$ cat src/rtl/dmem_pkg.sv
// Shared definitions for the data-SRAM load/store controller:
// size encodings, FSM state type and byte-enable / alignment helpers.
package dmem_pkg;

    localparam logic [1:0] SZ_B = 2'b00;
    localparam logic [1:0] SZ_H = 2'b01;
    localparam logic [1:0] SZ_W = 2'b10;

    typedef enum logic [1:0] {
        IDLE,
        RD,
        RSP
    } state_t;

    // Byte lanes touched by an access of the given size at the given offset.
    function automatic logic [3:0] ben_gen(input logic [1:0] size, input logic [1:0] off);
        case (size)
            SZ_B:    ben_gen = 4'b0001 << off;
            SZ_H:    ben_gen = 4'b0011 << {off[1], 1'b0};
            default: ben_gen = 4'b1111;
        endcase
    endfunction

    // True when the offset is not naturally aligned for the access size.
    function automatic logic misaligned(input logic [1:0] size, input logic [1:0] off);
        case (size)
            SZ_B:    misaligned = 1'b0;
            SZ_H:    misaligned = off[0];
            default: misaligned = (off != 2'b00);
        endcase
    endfunction

endpackage

$ cat src/rtl/dmem_load_fmt.sv
// Load data formatter: picks the addressed byte/half lane out of the SRAM
// word, moves it to bit 0 and sign- or zero-extends it.
module dmem_load_fmt
    import dmem_pkg::*;
(
    input  logic [31:0] dout,
    input  logic [1:0]  off,
    input  logic [1:0]  size,
    input  logic        uns,
    output logic [31:0] rdata
);

    logic [7:0]  byte_v;
    logic [15:0] half_v;

    // Lane select followed by extension from bit 7 or bit 15.
    always_comb begin
        byte_v = dout[{off, 3'b000} +: 8];
        half_v = dout[{off[1], 4'b0000} +: 16];
        case (size)
            SZ_B:    rdata = {{24{byte_v[7] & ~uns}}, byte_v};
            SZ_H:    rdata = {{16{half_v[15] & ~uns}}, half_v};
            default: rdata = dout;
        endcase
    end

endmodule

$ cat src/rtl/dmem_ctrl.sv
// Data-SRAM load/store initiator. One transaction at a time over a
// valid/ready request channel; strobes the SRAM combinationally on accept
// and returns formatted load data one cycle after the registered read.
// Optional feature macro: DMEM_MISALIGN_TRAP_EN (trap misaligned accesses
// with rsp_err instead of silently aligning them).
module dmem_ctrl
    import dmem_pkg::*;
#(
    parameter int AW = 16
) (
    input  logic          clk,
    input  logic          rst,
    input  logic          req_valid,
    output logic          req_ready,
    input  logic          req_wr,
    input  logic [1:0]    req_size,
    input  logic          req_unsigned,
    input  logic [AW+1:0] req_addr,
    input  logic [31:0]   req_wdata,
    output logic          rsp_valid,
    input  logic          rsp_ready,
    output logic [31:0]   rsp_rdata,
    output logic          rsp_err,
    output logic          csn,
    output logic          wen,
    output logic [3:0]    ben,
    output logic [AW-1:0] addr,
    output logic [31:0]   din,
    input  logic [31:0]   dout
);

    state_t        state_q, state_d;
    logic [31:0]   rdata_q, rdata_d;
    logic          err_q, err_d;
    logic [1:0]    off_q, off_d;
    logic [1:0]    size_q, size_d;
    logic          uns_q, uns_d;
    logic [AW-1:0] addr_q, addr_d;

    logic [1:0]    eff_off;
    logic          trap;
    logic [31:0]   fmt_rdata;

    dmem_load_fmt u_fmt (
        .dout  (dout),
        .off   (off_q),
        .size  (size_q),
        .uns   (uns_q),
        .rdata (fmt_rdata)
    );

    // Decide whether the incoming request traps or which offset it really uses.
    always_comb begin
        eff_off = req_addr[1:0];
        trap    = 1'b0;
`ifdef DMEM_MISALIGN_TRAP_EN
        trap    = misaligned(req_size, req_addr[1:0]);
`else
        case (req_size)
            SZ_B:    eff_off = req_addr[1:0];
            SZ_H:    eff_off = {req_addr[1], 1'b0};
            default: eff_off = 2'b00;
        endcase
`endif
    end

    // Next-state, SRAM strobe and handshake outputs; rst gates the
    // combinational strobe so reset values appear on the pins immediately.
    always_comb begin
        state_d   = state_q;
        rdata_d   = rdata_q;
        err_d     = err_q;
        off_d     = off_q;
        size_d    = size_q;
        uns_d     = uns_q;
        addr_d    = addr_q;
        req_ready = 1'b0;
        rsp_valid = 1'b0;
        csn       = 1'b1;
        wen       = 1'b1;
        ben       = '0;
        din       = '0;
        addr      = addr_q;
        case (state_q)
            IDLE: begin
                req_ready = ~rst;
                if (req_valid && !rst) begin
                    if (trap) begin
                        rdata_d = '0;
                        err_d   = 1'b1;
                        state_d = RSP;
                    end else begin
                        csn     = 1'b0;
                        wen     = ~req_wr;
                        ben     = ben_gen(req_size, eff_off);
                        addr    = req_addr[AW+1:2];
                        addr_d  = req_addr[AW+1:2];
                        case (req_size)
                            SZ_B:    din = {4{req_wdata[7:0]}};
                            SZ_H:    din = {2{req_wdata[15:0]}};
                            default: din = req_wdata;
                        endcase
                        off_d   = eff_off;
                        size_d  = req_size;
                        uns_d   = req_unsigned;
                        rdata_d = '0;
                        err_d   = 1'b0;
                        state_d = req_wr ? RSP : RD;
                    end
                end
            end
            RD: begin
                rdata_d = fmt_rdata;
                err_d   = 1'b0;
                state_d = RSP;
            end
            RSP: begin
                rsp_valid = 1'b1;
                if (rsp_ready) state_d = IDLE;
            end
            default: state_d = IDLE;
        endcase
    end

    assign rsp_rdata = rdata_q;
    assign rsp_err   = err_q;

    // State and captured-request registers with asynchronous reset.
    always_ff @(posedge clk or posedge rst) begin
        if (rst) begin
            state_q <= IDLE;
            rdata_q <= '0;
            err_q   <= 1'b0;
            off_q   <= '0;
            size_q  <= '0;
            uns_q   <= 1'b0;
            addr_q  <= '0;
        end else begin
            state_q <= state_d;
            rdata_q <= rdata_d;
            err_q   <= err_d;
            off_q   <= off_d;
            size_q  <= size_d;
            uns_q   <= uns_d;
            addr_q  <= addr_d;
        end
    end

endmodule

$ cat config.mk
export PLATFORM = sky130hd
export DESIGN_NAME = dmem_ctrl
export DESIGN_NICKNAME = d
export VERILOG_FILES = /design/src/rtl/dmem_pkg.sv /design/src/rtl/dmem_load_fmt.sv /design/src/rtl/dmem_ctrl.sv
export SDC_FILE = /design/constraint.sdc
export NUM_CORES = 1
export LEC_CHECK = 0
export CAP_MARGIN = 25
export CORE_UTILIZATION = 35
export CTS_CLUSTER_SIZE = 40
export DETAILED_ROUTE_END_ITERATION = 8
export PLACE_DENSITY = 0.81
export SYNTH_ARGS = -nofsm -noshare
export SYNTH_HDL_FRONTEND = slang
export SYNTH_SLANG_ARGS = --single-unit
$ cat constraint.sdc
create_clock -name clk -period 2.26 [get_ports clk]
set_input_delay 0.452 -clock clk [delete_from_list [all_inputs] [get_ports clk]]
set_output_delay 0.452 -clock clk [all_outputs]
set_load 0.01 [all_outputs]
## Word level (Yosys, flattened, before mapping)

Cells that the tools add are included.

- Output and inout port bits: 89
- Register bits: 56
- Logic and storage cells: 55

- Shift-type cells: 4
- Bitwise operators: 5
- Mux-type cells: 24
- Reduce and logical (&&, ||, !) cells: 9
- Equal/unequal tests: 6

Operators by type and width:

| kind | count |
|---|---|
| 32-bit case mux with 2 select lines | 3 |
| 32-bit two-way mux | 3 |
| 16-bit two-way mux | 2 |
| 32-bit by 6-bit indexed part select with 16-bit output | 1 |
| 32-bit by 6-bit indexed part select with 8-bit output | 1 |
| 4-bit two-way mux | 2 |
| 4-bit case mux with 2 select lines | 1 |
| 1-bit two-way mux | 7 |
| 2-bit by 1-bit == test with 1-bit output (second input constant) | 3 |
| 2-bit logical NOT | 3 |
| 2-bit two-way mux | 3 |
| 2-bit case mux with 3 select lines | 1 |
| 2-bit AND reduction | 3 |
| 2-bit inequality test (second input constant) | 2 |
| 2-bit case mux with 2 select lines | 1 |
| 1-bit by 2-bit left shift with 4-bit output (first input constant) | 1 |
| 2-bit by 2-bit left shift with 4-bit output (first input constant) | 1 |
| 1-bit NOT | 3 |
| 1-bit AND | 2 |
| 2-bit == test (second input constant) | 1 |
| 1-bit case mux with 2 select lines | 1 |
| 2-bit nonzero test | 1 |
| 1-bit logical AND | 1 |
| 1-bit logical NOT | 1 |

## Depth between registers and ports, before layout

- Depth after elaboration: 6
- Depth in mapped cells: 7

## Cells and area by module

A second synthesis with hierarchy kept.

- Cells, all modules: 383
- Area, all modules: 3278.1 um^2

By module, submodules not included:

| module | sequential area each (um^2) | times used | cells each | area each (um^2) |
|---|---|---|---|---|
| dmem_ctrl | 1376.3 | 1 | 266 | 2563.7 |
| dmem_load_fmt | 0.0 | 1 | 117 | 714.4 |

## Least setup slack after synthesis

OpenSTA, ideal clock, no wires.

- Path kind: register to output
- From: reg state_q[0]
- To: out din[23]
- Cell stages (with the launch flop): 7
- Path buffers: 2
- Data required time: 1.808 ns
- Path slack: 0.112 ns
- Arrival time: 1.696 ns
- Path through: dfrtp_1 nor3_2 and2_1 clkbuf_1 inv_2 clkbuf_1 nor2_1

- Cells in the longest elaborated chain, start to end: 2

Ends and longest elaborated chain:

| item | line | RTL |
|---|---|---|
| from (decl) | dmem_ctrl.sv:32 | `state_t state_q, state_d;` |
| from (signal assigned) | dmem_ctrl.sv:139 | `state_q <= state_d;` |
| 2-bit logical NOT | dmem_ctrl.sv:84 | `case (state_q)` |
| 32-bit two-way mux | dmem_ctrl.sv:84 |  |
| to (decl) | dmem_ctrl.sv:28 | `output logic [31:0] din,` |

Every way passes these cells.

## Final worst setup path

- From: in req_size[1]
- To: out din[8]

- Cells in the longest elaborated chain, start to end: 4
- Elaborated cells on any way between the ends: 5
- Those cells by class: eq/ne: 1; mux: 3; reduce/logical: 1

Ends and longest elaborated chain:

| item | line | RTL |
|---|---|---|
| from (decl) | dmem_ctrl.sv:16 | `input logic [1:0] req_size,` |
| 2-bit by 1-bit == test with 1-bit output / 2-bit logical NOT (equally long branches) | dmem_ctrl.sv:98 | `case (req_size)` |
| 32-bit case mux with 2 select lines * | dmem_ctrl.sv:98 |  |
| 32-bit two-way mux * | dmem_ctrl.sv:87 | `if (req_valid && !rst) begin` |
| 32-bit two-way mux * | dmem_ctrl.sv:84 |  |

Every way passes the cells marked *; elsewhere a longest branch is shown, timed or not.

==> key figures <==
Worst hold path
  • Hold crit path type: flop to flop
  • Number of cells on the worst hold path: 2
  • Hold wc startpoint: addr_q[3]
  • Hold worst-path end: addr_q[3]

Power
  • Sw Pwr: about 0.0010 W
  • Clock power share: 0.166
  • Pwr Total: roughly 0.0032 W
  • VDD IR-drop max: around 0.00025 V
  • Sw Share: 0.329
  • Int Pwr: around 0.0021 W
  • PD cells: 598 nW/um^2
  • Pleak: roughly 2.6 nW
  • Comb power frac: 0.431
  • Reg power frac: 0.402

Yosys
  • Top-area cell type share of the netlist area: 0.437
  • Top cell type by total area after synthesis: dfrtp_1
  • FF+latch count, synth: between 50 and 60
  • Netlist Area Pre-Place: 3150 sq um
  • Post-Synthesis Cells: 364
  • Top FF cell, synth: dfrtp_1
  • Synth warn: 0
  • Area contributors post-synth: dfrtp_1 44%, nand2_1 11%, mux2i_1 7.6%
  • Register area share after synthesis: 0.437
  • Synthesized area per cell: 8.66 sq um
  • Post-synth cell types: between 40 and 50
  • Number of enable flip-flop cells after synthesis: 0
  • Syn nets: around 450
  • Ys async rst share: 1.00

Worst setup path
  • Arrival time worst endpoint: 1760 ps
  • Critical path, cell by cell: clkdlybuf4s50_1, buf_6, buf_12, o21ai_0, a21oi_1, clkdlybuf4s15_1
  • RR Startpoint: state_q[1]
  • Worst path required time: approximately 1800 ps
  • Worst Path Max Fanout: 9
  • Reg2reg path depth: 5
  • Startpoint types: input pin
  • Slowest stage delay, CP: around 470 ps
  • CP endpoint kind: output pin
  • Setup CP Type: input pin to output pin
  • R2r setup slk: 270 ps
  • Critical path buffer and inverter count: 4
  • CP delay by family, top: buffers and inverters
  • Critical R2R Capture: rsp_rdata[8]
  • Critical-path top delay cell: clkdlybuf4s50_1

Detailed routing
  • WL final: 11.1 mm
  • Vias: between 3000 and 4000
  • 1st-pass router iterations: 4
  • WL per Instance: 16.6 microns
  • Vias per cell: ~5.3
  • DRC: 0
  • ANT nets after route: 0
  • Number of DRC markers in iteration 0: around 130

Global route
  • Global Route Usage Sum: 0.234
  • Largest net degree at the start of global routing: 31
  • Number of antenna violations at the first check in global routing: 0
  • Grt ovf: 0
  • First-pass GRT wire length: 17.8 mm
  • Vias in the first global route: approximately 3600

CTS
  • Clock Tree Buf Depth: 2
  • CTS buffer count: 5
  • CTS tree: built
  • Root Buffer: clkbuf_8
  • Post-CTS Hold Buffers: 0
  • Clock sink count: 55
  • Worst-path clk slew: ~90 ps
  • Latest clock arrival within the worst-skew pair: just over 300 ps
  • H-Tree Depth: 2

Placement
  • Area after DPL: 5250 sq um
  • DP HPWL: approximately 8.6 mm
  • GPL Wtd Cong: 0.824
  • Cell Count Post-Placement: approximately 650
  • Port buffer count: approximately 180

Timing
  • Max Freq: roughly 450 MHz
  • Worst Clk Skew: 7.80 ps
  • Max-slew headroom: 0.541
  • RSZ-0062 raised after global routing: yes
  • Max Slew Vio Count: 0
  • Final period utilization: 0.977
  • Final Hold Vio Count: 0
  • Final period demand of the worst path: 2210 ps
  • Final setup viols: 0
  • Actual slew at the worst max-slew pin: roughly 690 ps

Cells and area
  • Layout Cells excl Fill: between 600 and 700
  • Share of layout cells above drive strength 1: 0.145
  • N_diodes: 0
  • Synth-to-layout area growth: 69.3%
  • Nets: 649
  • Fin area: between 5000 and 6000 sq um
  • Finished Core Util: 0.612

Flow run
  • Max cap viols: 0

Floorplanning
  • Die Ht: slightly below 100 microns
  • Num ports: about 180
  • Die area: between 9000 and 10000 sq um
  • Initial core utilization: 0.361
  • Horiz. Die Dim: approximately 97 microns
  • Rows: 34
  • Core Region: roughly 8700 sq um

Outcome
  • Run status: complete, no violations
==> cell usage after synthesis, drive strengths merged, types with 4 or more instances <==
master,count
a21oi,25
o211ai,7
nor2,29
a22o,6
inv,6
dfrtp,55
nand2b,4
nor2b,5
o221ai,6
and3,8
a221o,16
nand2,90
mux2i,24
clkbuf,25
a22oi,7
o21ai,22
buf,5
==> flip-flops by register name (all words and copies together) (netlist names) <==
name	count
rsp_rdata	32
size_q	2
state_q	2
uns_q	1
off_q	2
addr_q	16
==> per-layer routing <==
metal  wire [microns]  track usage  part of all wire  up-vias
li1                 -            -                 -     1672
met5                0            0                 0        -
met1             4340        0.268              0.39     1698
met2             5560        0.421              0.50      181
met3              943       0.0643             0.085       21
met4              258       0.0700             0.023        0
==> how the worst max path moves through the flow <==
| stage | from | endpoint | slack (ps) | cells after the start |
|---|---|---|---|---|
| floorplan | state_q[0] | din[23] | 110 | 6 |
| global placement | rst | addr[9] | -380 | 8 |
| detailed placement | rst | addr[9] | -430 | 8 |
| CTS | req_size[1] | din[8] | 10 | 6 |
| global route | req_size[1] | din[8] | -4 | 7 |
| finish | req_size[1] | din[8] | 50 | 6 |
==> area by class of cell <==
class	instances	area, sq um
Fill cell	757	3390
Timing Repair Buffer	218	2070
Multi-Input combinational cell	273	1640
Sequential cell	55	1380
Tap cell	108	135
Clock buffer	7	76.3
Inverter	6	25.0
Clock inverter	1	5.00
==> cells by family (layout without fill, tap and decap cells) <==
group,Yosys count,in the layout,synth area share
flops,55,55,0.437
simple gates,147,147,0.203
mux,26,26,0.0834
other cells,1,1,0.00119
buf+inv,36,232,0.0461
compound gates,99,99,0.230
==> power groups by stage <==
stage	clock network [W]	logic (W)	registers (W)
floorplan	0	0.000583	0.00133
global placement	0	0.00139	0.00129
detailed placement	0	0.00142	0.00130
CTS	0.000549	0.00137	0.00128
global route	0.000584	0.00148	0.00131
finish	0.000530	0.00138	0.00128
==> metrics by stage <==
| stage | setup slack, ps | TNS (ps) | hold WS, ps |
|---|---|---|---|
| after CTS | 14.8 | 0 | 479 |
| after detailed placement | -427 | -18920 | 459 |
| after global routing | -4.31 | -5.78 | 507 |
| after global placement | -380 | -16020 | 456 |
| final | 51.7 | 0 | 475 |
| after floorplan | 112 | 0 | 447 |
==> cell usage in the layout, fill, tap and decap left out, types with 2 or more instances in the layout <==
cell type	instances
a21oi_1	24
a221o_1	16
a22o_1	6
a22oi_1	7
and3_1	8
buf_12	5
buf_2	14
buf_4	32
buf_6	2
clkbuf_1	2
clkbuf_8	5
clkdlybuf4s15_1	4
clkdlybuf4s50_1	121
dfrtp_1	55
dlygate4sd2_1	38
inv_1	3
inv_2	2
mux2_2	2
mux2i_1	23
nand2_1	90
nand2b_1	3
nand3_1	2
nor2_1	28
nor2b_1	5
o211ai_2	7
o21ai_0	10
o21ai_1	12
o221ai_1	6
==> tightest hold or removal path, delay by kind of cell (launching register included) <==
family,cells,cell delay [ps]
AND/OR/NAND/NOR,2,110
flip-flops,1,330
==> timing repair <==
| item | 4_1_cts | 5_1_grt |
|---|---|---|
| gates cloned | 1 | 1 |
| setup buffers | 2 | 2 |
| hold endpoints to repair | 0 | 0 |
| pin swaps | 2 | 2 |
| setup endpoints to repair | 54 | 16 |
| gates resized for setup | 98 | 11 |
No activity file was read; power rests on OpenSTA's default activity.
